===== src/rtl/alu_issue_pkg.sv =====
// Shared MIPS decode package (mips_define): opcode/funct constants, ALU oper codes,
// buffer states and the issue-packet struct used by alu_issue and its decoder.
package mips_define;

    localparam logic [5:0] OP_SPECIAL = 6'h00;
    localparam logic [5:0] OP_ADDI    = 6'h08;
    localparam logic [5:0] OP_ADDIU   = 6'h09;
    localparam logic [5:0] OP_SLTI    = 6'h0A;
    localparam logic [5:0] OP_SLTIU   = 6'h0B;
    localparam logic [5:0] OP_ANDI    = 6'h0C;
    localparam logic [5:0] OP_ORI     = 6'h0D;
    localparam logic [5:0] OP_XORI    = 6'h0E;
    localparam logic [5:0] OP_LUI     = 6'h0F;

    localparam logic [5:0] FN_SLL  = 6'h00;
    localparam logic [5:0] FN_SRL  = 6'h02;
    localparam logic [5:0] FN_SRA  = 6'h03;
    localparam logic [5:0] FN_SLLV = 6'h04;
    localparam logic [5:0] FN_SRLV = 6'h06;
    localparam logic [5:0] FN_SRAV = 6'h07;
    localparam logic [5:0] FN_ADD  = 6'h20;
    localparam logic [5:0] FN_ADDU = 6'h21;
    localparam logic [5:0] FN_SUB  = 6'h22;
    localparam logic [5:0] FN_SUBU = 6'h23;
    localparam logic [5:0] FN_AND  = 6'h24;
    localparam logic [5:0] FN_OR   = 6'h25;
    localparam logic [5:0] FN_XOR  = 6'h26;
    localparam logic [5:0] FN_NOR  = 6'h27;
    localparam logic [5:0] FN_SLT  = 6'h2A;
    localparam logic [5:0] FN_SLTU = 6'h2B;

    localparam logic [3:0] EXE_ALU_ADD = 4'd0;
    localparam logic [3:0] EXE_ALU_SUB = 4'd1;
    localparam logic [3:0] EXE_ALU_SLT = 4'd2;
    localparam logic [3:0] EXE_ALU_AND = 4'd3;
    localparam logic [3:0] EXE_ALU_OR  = 4'd4;
    localparam logic [3:0] EXE_ALU_LUI = 4'd5;
    localparam logic [3:0] EXE_ALU_XOR = 4'd6;
    localparam logic [3:0] EXE_ALU_NOR = 4'd7;
    localparam logic [3:0] EXE_ALU_SL  = 4'd8;
    localparam logic [3:0] EXE_ALU_SR  = 4'd9;

    typedef enum logic [1:0] {StEmpty, StOne, StTwo} buf_state_e;

    typedef struct packed {
        logic [31:0] a;
        logic [31:0] b;
        logic [3:0]  oper;
        logic        sign;
        logic [4:0]  wb_addr;
        logic        wb_en;
        logic        illegal;
    } issue_pkt_t;

    function automatic logic [31:0] sext16(input logic [15:0] imm);
        return {{16{imm[15]}}, imm};
    endfunction

    function automatic logic [31:0] zext16(input logic [15:0] imm);
        return {16'b0, imm};
    endfunction

endpackage


===== src/rtl/alu_issue_if.sv =====
// ID-side and EX-side handshake bundle of the ALU issue stage.
interface alu_issue_if;
    logic        flush;
    logic        in_valid;
    logic        in_ready;
    logic [31:0] in_inst;
    logic [31:0] in_rs_data;
    logic [31:0] in_rt_data;
    logic        ex_valid;
    logic        ex_ready;
    logic [31:0] ex_a;
    logic [31:0] ex_b;
    logic [3:0]  ex_oper;
    logic        ex_sign;
    logic [4:0]  ex_wb_addr;
    logic        ex_wb_en;
    logic        ex_illegal;

    modport master (
        output flush, in_valid, in_inst, in_rs_data, in_rt_data, ex_ready,
        input  in_ready, ex_valid, ex_a, ex_b, ex_oper, ex_sign, ex_wb_addr, ex_wb_en,
               ex_illegal
    );

    modport slave (
        input  flush, in_valid, in_inst, in_rs_data, in_rt_data, ex_ready,
        output in_ready, ex_valid, ex_a, ex_b, ex_oper, ex_sign, ex_wb_addr, ex_wb_en,
               ex_illegal
    );
endinterface


===== src/rtl/alu_issue_decode.sv =====
// Combinational decode of one MIPS ALU-class instruction into an issue packet.
module alu_decode
    import mips_define::*;
(
    input  logic [31:0] inst,
    input  logic [31:0] rs_data,
    input  logic [31:0] rt_data,
    output issue_pkt_t  pkt
);
    logic [5:0] opcode;
    logic [5:0] funct;
    logic [4:0] rt;
    logic [4:0] rd;
    logic [4:0] shamt;
    logic [4:0] dest;
    logic       legal;
    logic [4:0] unused_rs_field;

    assign opcode          = inst[31:26];
    assign rt              = inst[20:16];
    assign rd              = inst[15:11];
    assign shamt           = inst[10:6];
    assign funct           = inst[5:0];
    // rs arrives already read and forwarded, so its index is not needed here
    assign unused_rs_field = inst[25:21];

    always_comb begin
        legal       = 1'b1;
        dest        = rd;
        pkt.a       = rs_data;
        pkt.b       = rt_data;
        pkt.oper    = EXE_ALU_ADD;
        pkt.sign    = 1'b0;
        pkt.wb_addr = 5'd0;
        pkt.wb_en   = 1'b0;
        pkt.illegal = 1'b0;
        if (opcode == OP_SPECIAL) begin
            case (funct)
                FN_ADD, FN_ADDU: pkt.oper = EXE_ALU_ADD;
                FN_SUB, FN_SUBU: pkt.oper = EXE_ALU_SUB;
                FN_AND:  pkt.oper = EXE_ALU_AND;
                FN_OR:   pkt.oper = EXE_ALU_OR;
                FN_XOR:  pkt.oper = EXE_ALU_XOR;
                FN_NOR:  pkt.oper = EXE_ALU_NOR;
                FN_SLT:  pkt.oper = EXE_ALU_SLT;
                FN_SLTU: begin pkt.oper = EXE_ALU_SLT; pkt.sign = 1'b1; end
                FN_SLL:  begin pkt.oper = EXE_ALU_SL; pkt.a = {27'b0, shamt}; end
                FN_SRL:  begin pkt.oper = EXE_ALU_SR; pkt.a = {27'b0, shamt}; end
                FN_SRA: begin
                    pkt.oper = EXE_ALU_SR;
                    pkt.sign = 1'b1;
                    pkt.a    = {27'b0, shamt};
                end
                FN_SLLV: begin pkt.oper = EXE_ALU_SL; pkt.a = {27'b0, rs_data[4:0]}; end
                FN_SRLV: begin pkt.oper = EXE_ALU_SR; pkt.a = {27'b0, rs_data[4:0]}; end
                FN_SRAV: begin
                    pkt.oper = EXE_ALU_SR;
                    pkt.sign = 1'b1;
                    pkt.a    = {27'b0, rs_data[4:0]};
                end
                default: legal = 1'b0;
            endcase
        end else begin
            dest = rt;
            case (opcode)
                OP_ADDI, OP_ADDIU: pkt.b = sext16(inst[15:0]);
                OP_SLTI:  begin pkt.oper = EXE_ALU_SLT; pkt.b = sext16(inst[15:0]); end
                OP_SLTIU: begin
                    pkt.oper = EXE_ALU_SLT;
                    pkt.sign = 1'b1;
                    pkt.b    = sext16(inst[15:0]);
                end
                OP_ANDI: begin pkt.oper = EXE_ALU_AND; pkt.b = zext16(inst[15:0]); end
                OP_ORI:  begin pkt.oper = EXE_ALU_OR;  pkt.b = zext16(inst[15:0]); end
                OP_XORI: begin pkt.oper = EXE_ALU_XOR; pkt.b = zext16(inst[15:0]); end
                OP_LUI: begin
                    pkt.oper = EXE_ALU_LUI;
                    pkt.a    = 32'd0;
                    pkt.b    = zext16(inst[15:0]);
                end
                default: legal = 1'b0;
            endcase
        end

        if (!legal) begin
            pkt.a       = 32'd0;
            pkt.b       = 32'd0;
            pkt.oper    = EXE_ALU_ADD;
            pkt.sign    = 1'b0;
            pkt.wb_addr = 5'd0;
            pkt.wb_en   = 1'b0;
            pkt.illegal = 1'b1;
        end else begin
            pkt.wb_addr = dest;
            pkt.wb_en   = |dest;
        end
    end
endmodule


===== src/rtl/alu_issue.sv =====
// ALU issue stage: decodes into a registered EX packet behind valid/ready with flush.
// Define ALU_ISSUE_SKID_EN for a two-entry skid buffer with a registered in_ready.
module alu_issue
    import mips_define::*;
(
    input logic         clk,
    input logic         rst_n,
    alu_issue_if.slave  bus
);
    issue_pkt_t dec_pkt;
    issue_pkt_t out_q, out_d;
    buf_state_e state_q, state_d;
    logic       accept;
    logic       drain;

    alu_decode u_decode (
        .inst    (bus.in_inst),
        .rs_data (bus.in_rs_data),
        .rt_data (bus.in_rt_data),
        .pkt     (dec_pkt)
    );

    assign drain = (state_q != StEmpty) && bus.ex_ready;

`ifdef ALU_ISSUE_SKID_EN
    issue_pkt_t skid_q, skid_d;
    logic       in_ready_q;

    assign accept       = bus.in_valid && in_ready_q;
    assign bus.in_ready = in_ready_q;

    always_comb begin
        state_d = state_q;
        out_d   = out_q;
        skid_d  = skid_q;
        if (bus.flush) begin
            state_d = StEmpty;
        end else begin
            case (state_q)
                StEmpty: begin
                    if (accept) begin
                        out_d   = dec_pkt;
                        state_d = StOne;
                    end
                end
                StOne: begin
                    if (accept && !drain) begin
                        skid_d  = dec_pkt;
                        state_d = StTwo;
                    end else if (accept && drain) begin
                        out_d = dec_pkt;
                    end else if (drain) begin
                        state_d = StEmpty;
                    end
                end
                StTwo: begin
                    if (drain) begin
                        out_d   = skid_q;
                        state_d = StOne;
                    end
                end
                default: state_d = StEmpty;
            endcase
        end
    end

    always_ff @(posedge clk or negedge rst_n) begin
        if (!rst_n) begin
            skid_q     <= '0;
            in_ready_q <= 1'b1;
        end else begin
            skid_q     <= skid_d;
            in_ready_q <= (state_d != StTwo);
        end
    end
`else
    assign bus.in_ready = (state_q == StEmpty) || bus.ex_ready;
    assign accept       = bus.in_valid && bus.in_ready;

    always_comb begin
        state_d = state_q;
        out_d   = out_q;
        if (bus.flush) begin
            state_d = StEmpty;
        end else if (accept) begin
            out_d   = dec_pkt;
            state_d = StOne;
        end else if (drain) begin
            state_d = StEmpty;
        end
    end
`endif

    always_ff @(posedge clk or negedge rst_n) begin
        if (!rst_n) begin
            state_q <= StEmpty;
            out_q   <= '0;
        end else begin
            state_q <= state_d;
            out_q   <= out_d;
        end
    end

    assign bus.ex_valid   = (state_q != StEmpty);
    assign bus.ex_a       = out_q.a;
    assign bus.ex_b       = out_q.b;
    assign bus.ex_oper    = out_q.oper;
    assign bus.ex_sign    = out_q.sign;
    assign bus.ex_wb_addr = out_q.wb_addr;
    assign bus.ex_wb_en   = out_q.wb_en;
    assign bus.ex_illegal = out_q.illegal;
endmodule


===== src/flat_wrapper.sv =====
// flat-port wrapper written by rule: the top's interface ports become plain ports
module alu_issue_flat import mips_define::*;
  (clk, rst_n, bus_flush, bus_in_valid, bus_in_inst, bus_in_rs_data, bus_in_rt_data, bus_ex_ready, bus_in_ready, bus_ex_valid, bus_ex_a, bus_ex_b, bus_ex_oper, bus_ex_sign, bus_ex_wb_addr, bus_ex_wb_en, bus_ex_illegal);
  alu_issue_if bus_i ();
  input logic clk;
  input logic rst_n;
  input wire logic [$bits(bus_i.flush)-1:0] bus_flush;
  input wire logic [$bits(bus_i.in_valid)-1:0] bus_in_valid;
  input wire logic [$bits(bus_i.in_inst)-1:0] bus_in_inst;
  input wire logic [$bits(bus_i.in_rs_data)-1:0] bus_in_rs_data;
  input wire logic [$bits(bus_i.in_rt_data)-1:0] bus_in_rt_data;
  input wire logic [$bits(bus_i.ex_ready)-1:0] bus_ex_ready;
  output wire logic [$bits(bus_i.in_ready)-1:0] bus_in_ready;
  output wire logic [$bits(bus_i.ex_valid)-1:0] bus_ex_valid;
  output wire logic [$bits(bus_i.ex_a)-1:0] bus_ex_a;
  output wire logic [$bits(bus_i.ex_b)-1:0] bus_ex_b;
  output wire logic [$bits(bus_i.ex_oper)-1:0] bus_ex_oper;
  output wire logic [$bits(bus_i.ex_sign)-1:0] bus_ex_sign;
  output wire logic [$bits(bus_i.ex_wb_addr)-1:0] bus_ex_wb_addr;
  output wire logic [$bits(bus_i.ex_wb_en)-1:0] bus_ex_wb_en;
  output wire logic [$bits(bus_i.ex_illegal)-1:0] bus_ex_illegal;
  assign bus_i.flush = bus_flush;
  assign bus_i.in_valid = bus_in_valid;
  assign bus_i.in_inst = bus_in_inst;
  assign bus_i.in_rs_data = bus_in_rs_data;
  assign bus_i.in_rt_data = bus_in_rt_data;
  assign bus_i.ex_ready = bus_ex_ready;
  assign bus_in_ready = bus_i.in_ready;
  assign bus_ex_valid = bus_i.ex_valid;
  assign bus_ex_a = bus_i.ex_a;
  assign bus_ex_b = bus_i.ex_b;
  assign bus_ex_oper = bus_i.ex_oper;
  assign bus_ex_sign = bus_i.ex_sign;
  assign bus_ex_wb_addr = bus_i.ex_wb_addr;
  assign bus_ex_wb_en = bus_i.ex_wb_en;
  assign bus_ex_illegal = bus_i.ex_illegal;
  alu_issue u_core (.clk(clk), .rst_n(rst_n), .bus(bus_i));
endmodule

===== config.mk =====
export PLATFORM = sky130hd
export DESIGN_NAME = alu_issue_flat
export DESIGN_NICKNAME = d
export VERILOG_FILES = /design/src/rtl/alu_issue_pkg.sv /design/src/rtl/alu_issue_if.sv /design/src/rtl/alu_issue_decode.sv /design/src/rtl/alu_issue.sv /design/src/flat_wrapper.sv
export SDC_FILE = /design/constraint.sdc
export NUM_CORES = 1
export LEC_CHECK = 0
export BUFFER_PORTS_ARGS = -buffer_cell sky130_fd_sc_hd__buf_2
export CAP_MARGIN = 20
export CORE_ASPECT_RATIO = 1.75
export CORE_MARGIN = 2
export CORE_UTILIZATION = 35
export DETAILED_ROUTE_END_ITERATION = 8
export PLACE_DENSITY = 0.68
export SLEW_MARGIN = 20
export SYNTH_ARGS = -nofsm -noshare
export SYNTH_HDL_FRONTEND = slang
export SYNTH_HIERARCHICAL = 1
export SYNTH_SLANG_ARGS = --single-unit

===== constraint.sdc =====
create_clock -name clk -period 1.85 [get_ports clk]
set_input_delay 0.37 -clock clk [delete_from_list [all_inputs] [get_ports clk]]
set_output_delay 0.37 -clock clk [all_outputs]
set_load 0.01 [all_outputs]

==> impl_metrics.env <==
export IMPL_status="complete, but fails checks"
export IMPL_violations="negative hold slack"
export IMPL_power_uw=4359
export IMPL_r2r_setup_slack_ns=0.21
export IMPL_crit_fanout=43
export IMPL_clkTransAtPathRegs_ns=0.06
export IMPL_grt_pass1_wl_um=17050
export IMPL_critPathArrivalTime_ns=1.86
export IMPL_setup_viol=0
export IMPL_place_hpwl_um=8424
export IMPL_skew_ns=0.006320
export IMPL_max_freq_mhz=608.0
export IMPL_clockPowerShare=0.446
export IMPL_cts_setup_buffers=0
export IMPL_drt_iter0_markers=165
export IMPL_grt_max_degree=45
export IMPL_drv_slew=0
export IMPL_core_area_um2=11100
export IMPL_grt_pass1_vias=3424
export IMPL_routedWlPerCell_um=16.49
export IMPL_max_slew_margin_rel=0.6718
export IMPL_ys_types=40
export IMPL_vias=3489
export IMPL_overflow=0
export IMPL_setup_tns_ns=0
export IMPL_cts_made_buffers=9
export IMPL_intPower_uw=3320
export IMPL_crit_type="reg -> reg"
export IMPL_grt_util_all_layers=0.1768
export IMPL_syn_inst=348
export IMPL_reg2reg_from="u_core/state_q[0]$_DFFE_PN0P_"
export IMPL_cp_start_kind="flop"
export IMPL_yosys_warnings=6
export IMPL_avgSynthCellArea_um2=11.39
export IMPL_cts_resized=0
export IMPL_cts_hold_buf=0
export IMPL_async_flop_share=1.000
export IMPL_ir_worst_vdd_mv=0.6280
export IMPL_synth_seq_cells=77
export IMPL_num_nets_final=640
export IMPL_synth_top_cell_by_area="dfrtp_1"
export IMPL_tightest_slew_ns=0.4872
export IMPL_htreeDepth=3
export IMPL_swShare=0.2383
export IMPL_clock_sinks=77
export IMPL_die_w_um=84.44
export IMPL_dr_pass1_iters=4
export IMPL_clk_insertion_delay_late_ns=0.33
export IMPL_timing_final_crit_share=0.8891
export IMPL_rsz0062_at_grt="false"
export IMPL_synth_top_cell_area_share=0.4863
export IMPL_synth_top_cells_by_count="77 x dfrtp_1, 40 x mux2_1, 37 x nand3_1"
export IMPL_synth_most_common_cell="dfrtp_1"
export IMPL_synth_area_top_cells="dfrtp_1 49%, mux2_1 11%, mux2_2 10%, nand3_1 4.7%, a22o_1 3.5%"
export IMPL_hold_violations=5
export IMPL_reg2reg_depth=4
export IMPL_die_area_um2=12220
export IMPL_p_leak_uw=0.003153
export IMPL_fillers=1071
export IMPL_drive_above_1_share=0.4835
export IMPL_tritoncts="yes"
export IMPL_worstSetupStartpoint="u_core/state_q[0]$_DFFE_PN0P_"
export IMPL_end_kind="flop"
export IMPL_clockBufferDepth=2
export IMPL_initial_utilization=0.3569
export IMPL_drv_cap=0
export IMPL_postLayoutCoreUtil=0.4949
export IMPL_synth_ff_type="dfrtp_1"
export IMPL_finalCriticalPeriod_ns=1.645
export IMPL_die_h_um=144.8
export IMPL_seq_area_frac_synth=0.4863
export IMPL_grt_antenna_before_repair=0
export IMPL_diodes=0
export IMPL_syn_area_um2=3963
export IMPL_synth_edf_count=0
export IMPL_cp_required_ns=2.06
export IMPL_timing_rr_end="u_core/bus.ex_b[8]$_DFFE_PN0P_"
export IMPL_syn_nets=449
export IMPL_syn2layout_area_growth_pct=38.68
export IMPL_power_density_nw_per_um2=793.2
export IMPL_vias_per_cell=5.161
export IMPL_hold_class="in -> async"
export IMPL_port_buffer_count=173
export IMPL_ios=179
export IMPL_rows=51
export IMPL_hold_worst_slack_ns=-0.01092
export IMPL_drc=0
export IMPL_cts_root_buf="clkbuf_16"
export IMPL_ant_nets=0
export IMPL_p_comb_frac=0.139
export IMPL_finalWeightedCongestion=0.9026
export IMPL_p_seq_frac=0.415
export IMPL_net_switching_power_uw=1039
export IMPL_wl_um=11150
-- routing by layer --
layer / share of wire / vias up / track usage
met2: 0.55 / 119 / 0.3329
met1: 0.37 / 1713 / 0.1884
met4: 0.027 / 0 / 0.07937
li1: - / 1637 / -
met3: 0.057 / 20 / 0.03573
met5: 0 / - / 0
-- layout by cell type (no fill, tap or decap), drive strengths merged, types with 3 or more instances in the layout --
master	instances
buf	205
dfrtp	77
mux2	76
nand3	37
nor2	35
a21o	16
a22o	16
nand2	13
clkbuf	13
a21oi	11
o211ai	6
inv	5
nor3b	4
nor2b	3
-- metrics by stage --
step,hold slack [ns],setup slack [ns],instance area [um^2],std cells
3_3_place_gp,0.3497,-0.05611,5167,660
3_5_place_dp,0.3656,-0.1112,5167,660
6_report,-0.01092,0.2052,5495,676
5_1_grt,0.02178,0.1252,5495,676
4_1_cts,0.004816,0.2005,5495,676
2_1_floorplan,0.07441,0.004917,3979,348
-- sequential cells by signal, summed over array words and instances, names as in the netlist --
name,flops
u_core/bus.ex_wb_addr,5
u_core/bus.ex_illegal,1
u_core/bus.ex_b,32
u_core/state_q,1
u_core/bus.ex_sign,1
u_core/bus.ex_a,32
u_core/bus.ex_wb_en,1
u_core/bus.ex_oper,4
-- logic make-up (layout without fill, tap and decap cells) --
kind of cell,count (synthesis),in the layout,share of synthesized area
buf+inv,30,226,0.04989
simple gates,104,104,0.1342
flops,77,77,0.4863
mux,77,77,0.2185
xor+xnor,2,2,0.004421
compound gates,58,58,0.1067
-- critical path, cell delays in order (launching register included) --
cell and delay [ns]:
dfrtp_1 0.38, nor2b_2 0.18, nor3b_4 0.28, buf_12 0.28, mux2_2 0.37
-- final cells by class --
| type | instances | area, um^2 | share of cell area |
|---|---|---|---|
| sequential | 77 | 1927 | 0.3506 |
| multi-input combinational | 241 | 1873 | 0.3408 |
| timing repair buffer | 205 | 1184 | 0.2154 |
| clock buffer | 13 | 260.3 | 0.04736 |
| tap | 132 | 165.2 | 0.03005 |
| clock inverter | 3 | 67.56 | 0.01230 |
| inverter | 5 | 18.77 | 0.003415 |
-- worst max path at each step --
stage / endpoint / slack, ns / depth (start not counted)
CTS: u_core/bus.ex_b[8]$_DFFE_PN0P_ / 0.20 / 4
floorplan: u_core/bus.ex_a[12]$_DFFE_PN0P_ / 0.005 / 7
global placement: u_core/bus.ex_a[11]$_DFFE_PN0P_ / -0.06 / 7
detailed placement: u_core/bus.ex_a[13]$_DFFE_PN0P_ / -0.11 / 7
finish: u_core/bus.ex_b[8]$_DFFE_PN0P_ / 0.21 / 4
global route: u_core/bus.ex_a[13]$_DFFE_PN0P_ / 0.13 / 7
-- power groups by stage --
stage                     Sequential, uW  Clock (uW)  Combinational [uW]
after global routing                1820        2070                 661
after floorplan                     1880           0                 235
after CTS                           1810        1990                 615
after global placement              1830           0                 598
final                               1810        1950                 605
after detailed placement            1840           0                 613
No activity file was read; power rests on OpenSTA's default activity.
